File: config.mk
export PLATFORM = sky130hd
export DESIGN_NAME = lvds_ctrl_panel
export DESIGN_NICKNAME = d
export VERILOG_FILES = /design/src/rtl/lvds_ctrl_panel.sv
export SDC_FILE = /design/constraint.sdc
export NUM_CORES = 1
export LEC_CHECK = 0
export ABC_AREA = 1
export CAP_MARGIN = 20
export CORE_AREA = 2 2 116 118
export CTS_CLUSTER_SIZE = 25
export DETAILED_ROUTE_END_ITERATION = 8
export DIE_AREA = 0 0 118 120
export GPL_TIMING_DRIVEN = 0
export HOLD_SLACK_MARGIN = 0.1
export PLACE_DENSITY = 0.7
export SYNTH_ARGS = -nofsm -noshare
export SYNTH_HDL_FRONTEND = slang
export SYNTH_SLANG_ARGS = --single-unit
File: constraint.sdc
create_clock -name OSC_50_B8A -period 5 [get_ports OSC_50_B8A]
set_input_delay 1 -clock OSC_50_B8A [delete_from_list [all_inputs] [get_ports OSC_50_B8A]]
set_output_delay 1 -clock OSC_50_B8A [all_outputs]
set_load 0.05 [all_outputs]
File: src/rtl/lvds_ctrl_panel.sv
// Operator front end for the HSMC PWM driver: debounced keys and switches drive
// shadow settings that are committed only on the driver's frame_start pulse.
module lvds_ctrl_panel #(
    parameter int         DEBOUNCE_CYCLES = 1000000,
    parameter logic [3:0] RESET_DUTY      = 4'd8,
    parameter logic [3:0] RESET_DATA      = 4'b1111
) (
    input  logic       OSC_50_B8A,
    input  logic       RESET_n,
    input  logic [3:0] KEY,
    input  logic [3:0] SW,
    input  logic       frame_start,
    output logic [3:0] duty_code,
    output logic [3:0] data,
    output logic       mode,
    output logic       upd,
    output logic [3:0] LED
);
    localparam int             CW      = (DEBOUNCE_CYCLES > 2) ? $clog2(DEBOUNCE_CYCLES) : 1;
    localparam logic [CW-1:0] CNT_MAX = CW'(DEBOUNCE_CYCLES - 1);

    logic          clk;
    logic [1:0]    rst_ff;
    logic          rst_n;
    logic [3:0]    key_s1, key_s2, sw_s1, sw_s2;
    logic [3:0]    key_stable, key_prev, press;
    logic [CW-1:0] cnt [4];
    logic [3:0]    duty_sh, data_sh, duty_nx, data_nx;
    logic          mode_sh, mode_nx;

    assign clk = OSC_50_B8A;

    // Reset asserts immediately but releases only after two clean clock edges.
    always_ff @(posedge clk or negedge RESET_n) begin
        if (!RESET_n) rst_ff <= 2'b00;
        else          rst_ff <= {rst_ff[0], 1'b1};
    end
    assign rst_n = rst_ff[1];

    always_ff @(posedge clk or negedge rst_n) begin
        if (!rst_n) begin
            key_s1 <= 4'b1111;
            key_s2 <= 4'b1111;
            sw_s1  <= 4'b0000;
            sw_s2  <= 4'b0000;
        end else begin
            key_s1 <= KEY;
            key_s2 <= key_s1;
            sw_s1  <= SW;
            sw_s2  <= sw_s1;
        end
    end

    // A key is accepted only after DEBOUNCE_CYCLES consecutive differing samples.
    always_ff @(posedge clk or negedge rst_n) begin
        if (!rst_n) begin
            key_stable <= 4'b1111;
            key_prev   <= 4'b1111;
            for (int i = 0; i < 4; i++) cnt[i] <= '0;
        end else begin
            key_prev <= key_stable;
            for (int i = 0; i < 4; i++) begin
                if (key_s2[i] == key_stable[i]) begin
                    cnt[i] <= '0;
                end else if (cnt[i] == CNT_MAX) begin
                    key_stable[i] <= key_s2[i];
                    cnt[i]        <= '0;
                end else begin
                    cnt[i] <= cnt[i] + 1'b1;
                end
            end
        end
    end

    assign press = key_prev & ~key_stable;

    always_comb begin
        duty_nx = duty_sh;
        data_nx = data_sh;
        mode_nx = mode_sh;
        if (mode_sh) begin
            duty_nx = sw_s2;
        end else if (press[0] && !press[1]) begin
            duty_nx = (duty_sh == 4'd0) ? 4'd0 : duty_sh - 4'd1;
        end else if (press[1] && !press[0]) begin
            duty_nx = (duty_sh == 4'd15) ? 4'd15 : duty_sh + 4'd1;
        end
        if (press[2]) data_nx = data_sh + 4'd1;
        if (press[3]) mode_nx = ~mode_sh;
    end

    always_ff @(posedge clk or negedge rst_n) begin
        if (!rst_n) begin
            duty_sh <= RESET_DUTY;
            data_sh <= RESET_DATA;
            mode_sh <= 1'b0;
        end else begin
            duty_sh <= duty_nx;
            data_sh <= data_nx;
            mode_sh <= mode_nx;
        end
    end

    // Commit samples the shadow as it stood before any same-cycle key event.
    always_ff @(posedge clk or negedge rst_n) begin
        if (!rst_n) begin
            duty_code <= RESET_DUTY;
            data      <= RESET_DATA;
            mode      <= 1'b0;
            upd       <= 1'b0;
        end else begin
            upd <= frame_start &&
                   ({duty_sh, data_sh, mode_sh} != {duty_code, data, mode});
            if (frame_start) begin
                duty_code <= duty_sh;
                data      <= data_sh;
                mode      <= mode_sh;
            end
        end
    end

    assign LED = mode ? data : duty_code;

endmodule
**After elaboration in Yosys (flattened, before gate mapping)**

Index checks and enable logic that the tools add are counted.

- Register bits: 125
- Input port bits: 11

- $add $sub $neg: 7
- Equality and inequality tests: 10
- Multiplexer cells: 14
- Bitwise operators: 7
- Reduce and logical (&&, ||, !) cells: 11

Operators with widths:

| kind | count |
|---|---|
| $mux 20 | 8 |
| $add 20x1->20 const B | 4 |
| $eq 20x20->1 const B | 4 |
| $mux 4 | 6 |
| $ne 9x9->1 | 1 |
| $add 4x1->4 const B | 2 |
| $reduce_and 2->1 | 4 |
| $not 1->1 | 5 |
| $and 4x4->4 | 1 |
| $eq 1x1->1 | 4 |
| $eq 4x4->1 const B | 1 |
| $logic_not 4->1 | 1 |
| $not 4->4 | 1 |
| $sub 4x1->4 const B | 1 |
| $logic_and 1x1->1 | 3 |
| $reduce_bool 3->1 | 1 |
| $logic_not 1->1 | 2 |

**Depth between registers and ports, before layout**

- Depth in word-level cells: 7
- Depth in mapped cells: 9
- Mapped depth without buffers: 9

**Worst setup path after synthesis**

OpenSTA, ideal clock, no wires.

- Kind: register -> output
- Start: register mode
- End: output port LED[0]
- Arrival: 1.904 ns
- Data required time: 4.000 ns
- Setup slack: 2.096 ns
- Stages on the path, launching flop included: 3
- Cells stage by stage: dfrtp_1 -> buf_2 -> o21ai_0

- Cells in the longest elaborated chain, start to end: 1

RTL lines:

| item | RTL line | RTL |
|---|---|---|
| start: declaration | 15 | `output logic mode,` |
| start signal: assignment | 117 | `mode <= mode_sh;` |
| $mux 4 | 122 | `assign LED = mode ? data : duty_code;` |
| end: declaration | 17 | `output logic [3:0] LED` |

No other way between the ends.

**Worst setup path in the final report**

- Start: register mode
- End: output port LED[1]

The elaborated chain is that of the path after synthesis.

==> qor_table.md <==
| Metric | Value |
|:---|:---|
| Share of the synthesized area in the top cell type | 0.379 |
| Sw Share | 0.213 |
| Drt initial violations | 351 |
| DIE HEIGHT | 120 um |
| Cell types with the highest counts after synthesis | nor2_1 (184), nand2_1 (179), dfrtp_1 (99), inv_1 (89), nand3_1 (48) |
| Number of I/O port buffers | 24 |
| Family with the most delay on the worst path | buffers and inverters |
| Post-synthesis instance area | 0.00653 mm^2 |
| Number of enable flip-flop cells after synthesis | 0 |
| IR Drop Worst-Case VDD | 0.000280 V |
| Required @ worst endpoint | 4000 ps |
| Max-capacitance violation count | 0 |
| Number of global-route vias before repair | 4859 |
| Mean Syn Cell Area | 7.96 um^2 |
| Kind of end point of the critical path | primary output |
| Setup repair after global routing missed its margin | false |
| Post-synthesis sequential area ratio | 0.484 |
| Number of antenna violations at the first check in global routing | 0 |
| Delay contributed by the slowest stage of the critical path | 830 ps |
| Actual transition at the worst max-transition pin | 505 ps |
| CP max stage cell | clkdlybuf4s50_1 |
| Core region area | 0.0130 mm^2 |
| Slew HR | 0.662 |
| Number of warnings printed during yosys synthesis | 0 |
| Power per cell area | 297 mW/mm^2 |
| Time the final worst path needs with I/O delays and setup | 2960 ps |
| Fraction of layout cells with a size suffix above 1 | 0.125 |
| Top post-synthesis cells by area | dfrtp_1 (38%), nor2_1 (11%), dfstp_2 (10%) |
| Maximum fanout encountered on the critical timing path | 10 |
| Final routed DRC violation total | 0 |
| Type of the most critical hold path | reg -> async |
| Count of boundary I/O pins | 25 |
| Final TNS setup | 0 ps |
| Worst setup path start | mode |
| Aggregate global-route resource usage | 0.192 |
| CTS Hold Bufs | 0 |
| Final critical-path share of the clock period | 0.593 |
| CTS tree | yes |
| Initial cell density of the core | 0.503 |
| H-Tree Depth | 4 |
| Clk network pwr share | 0.506 |
| Weighted congestion reported at the end of routability-driven placement | 0.860 |
| Wirelength per Cell | 11.9 um |
| Number of CTS-inserted buffers | 17 |
| Sum of overflow across all layers after global routing | 0 |
| Count leader, synth | nor2_1 |
| Achievable Freq | 337 MHz |
| Final instance count without filler cells | 1054 |
| Detailed-placement wirelength estimate | 8910 um |
| Drt total wl | 12500 um |
| Count of instances resized after the clock tree is built | 0 |
| ANT cells | 0 |
| Kind of start point of the critical path | register |
| Logic pwr share | 0.031 |
| Final Hold Vio Count | 0 |
| Synth-to-Final Area Change | 16.3% |
| Post-layout nets | 884 |
| DP Cell Count | 1022 |
| Sum of buffers and inverters on the critical path | 2 |
| Int Power | 1.77 mW |
| Crit path cell chain | buf_2 -> o21ai_0 -> clkdlybuf4s50_1 |
| Net load switching power | 480 uW |
| Vias per inst | 4.93 |
| Detailed-router iteration count before antenna repair | 6 |
| Critical path data arrival time | 1960 ps |
| Mapped Cells | 820 |
| Clk_skew | 7.04 ps |
| Detailed-route via count | 5194 |
| Maximum root-to-sink buffer count | 2 |
| Power share of the sequential group | 0.463 |
| Leakage | 3.23 nW |
| Number of distinct library cell variants in the gate-level netlist after synthesis | 35 |
| Buffers inserted by post-CTS timing repair | 0 |
| Worst Path Class, Setup | reg -> out |
| Die extent in x | 118 um |
| Die area | 0.0142 mm^2 |
| Setup violations, final | 0 |
| Reg-to-Reg Start | cnt[60] |
| Post-route antenna net violation count | 0 |
| Total number of placement rows | 42 |
| Syn_nets | 839 |
| Sinks on Clock Net | 125 |
| Number of flip-flops and latches in the synthesized netlist | 125 |
| Top FF cell, synth | dfrtp_1 |
| Clock Root Buffer | clkbuf_16 |
| Share of flip-flops with an asynchronous set or reset after synthesis | 1.00 |
| Status | complete, no violations |
| Largest net degree at the start of global routing | 66 |
| Wire length of the first global-routing pass | 22000 um |
| Pins Over Slew Limit | 0 |
| Skew-Pair Late Insertion Delay | 420 ps |
| Worst-case hold slack | 145 ps |
| Clock slew at the register clock pins of the worst setup and hold paths | 50 ps |
| Largest area contributor in the synthesized netlist | dfrtp_1 |
==> sequential cells by signal, summed over array words and instances, names as in the netlist <==
signal	count
duty_code	4
mode_sh	1
sw_s1	4
upd	1
rst_ff	2
key_s1	4
duty_sh	4
sw_s2	4
data	4
key_stable	4
data_sh	4
key_s2	4
cnt	80
key_prev	4
mode	1
==> through the flow <==
stage	power [mW]	worst slack (ps)	util	cell area (um^2)
3_3_place_gp	1.12	-115	0.539	6990
5_1_grt	2.34	1940	0.585	7600
2_1_floorplan	1.10	1310	-	6530
3_5_place_dp	1.13	2470	0.543	7050
4_1_cts	2.28	2020	0.585	7600
6_report	2.25	2040	0.585	7600
==> final timing paths <==
check / cells after the start / slack [ps] / end
max in group asynchronous: 2 / 3970 / data_sh[2]
min in group OSC_50_B8A: 0 / 350 / sw_s2[2]
worst max-delay path: 3 / 2040 / LED[1]
worst max register to register: 8 / 3350 / cnt[79]
worst min register to register: 0 / 150 / cnt[56]
worst min-delay path: 0 / 150 / cnt[56]
==> kinds of logic (layout without fill, tap and decap cells) <==
| family | Yosys count | after routing | share of synthesized area |
|---|---|---|---|
| AOI/OAI and AO/OA | 47 | 47 | 0.0385 |
| buffers and inverters | 98 | 156 | 0.0571 |
| and+or+nand+nor | 494 | 494 | 0.341 |
| muxes | 1 | 1 | 0.00172 |
| other | 1 | 1 | 0.000574 |
| adders and majority gates | 8 | 8 | 0.0153 |
| DFF | 125 | 125 | 0.484 |
| xor gates and xnor gates | 46 | 46 | 0.0617 |
==> routing by layer <==
layer | vias to the layer above | routed length (um) | track usage | share of wire
li1 | 2673 | - | - | -
met1 | 2411 | 6160 | 0.263 | 0.49
met2 | 96 | 5630 | 0.297 | 0.45
met3 | 14 | 534 | 0.0433 | 0.043
met4 | 0 | 167 | 0.0753 | 0.013
met5 | - | 0 | 0 | 0
==> worst register-to-register path, delay by kind of cell (launching register included) <==
family	cells	cell delay (ps)
adders and majority gates	1	280
buffers and inverters	2	210
DFF	1	370
and+or+nand+nor	5	680
==> area by class of cell <==
cell class	instances	area (um^2)
repair buffers	26	295
flip-flops and latches	125	3160
plain buffers	4	17.5
well taps	176	220
clock inverters	7	62.6
inverters	94	355
fillers	1194	5380
multi-input cells	597	3000
clock buffers	25	485
==> power by group through the flow <==
stage	Combinational, mW	Sequential [mW]	Clock (mW)
after floorplan	0.0320	1.07	0
after global placement	0.0482	1.08	0
after detailed placement	0.0724	1.06	0
after CTS	0.0731	1.04	1.16
after global routing	0.0821	1.04	1.21
final	0.0707	1.04	1.14
==> cell usage in the layout, fill, tap and decap left out, drive strengths merged, types with 2 or more instances in the layout <==
| master | instances |
|---|---|
| inv | 93 |
| nand4 | 18 |
| nor3 | 17 |
| o21bai | 3 |
| xor2 | 30 |
| nand3 | 56 |
| nor2 | 199 |
| nand3b | 2 |
| o22ai | 2 |
| dfstp | 26 |
| clkbuf | 27 |
| clkdlybuf4s50 | 24 |
| a21oi | 15 |
| buf | 4 |
| o21ai | 23 |
| or2 | 6 |
| clkinv | 6 |
| dfrtp | 99 |
| xnor2 | 16 |
| ha | 8 |
| nor3b | 3 |
| a31oi | 3 |
| nand2 | 193 |
Power figures use the tool's default switching activity.
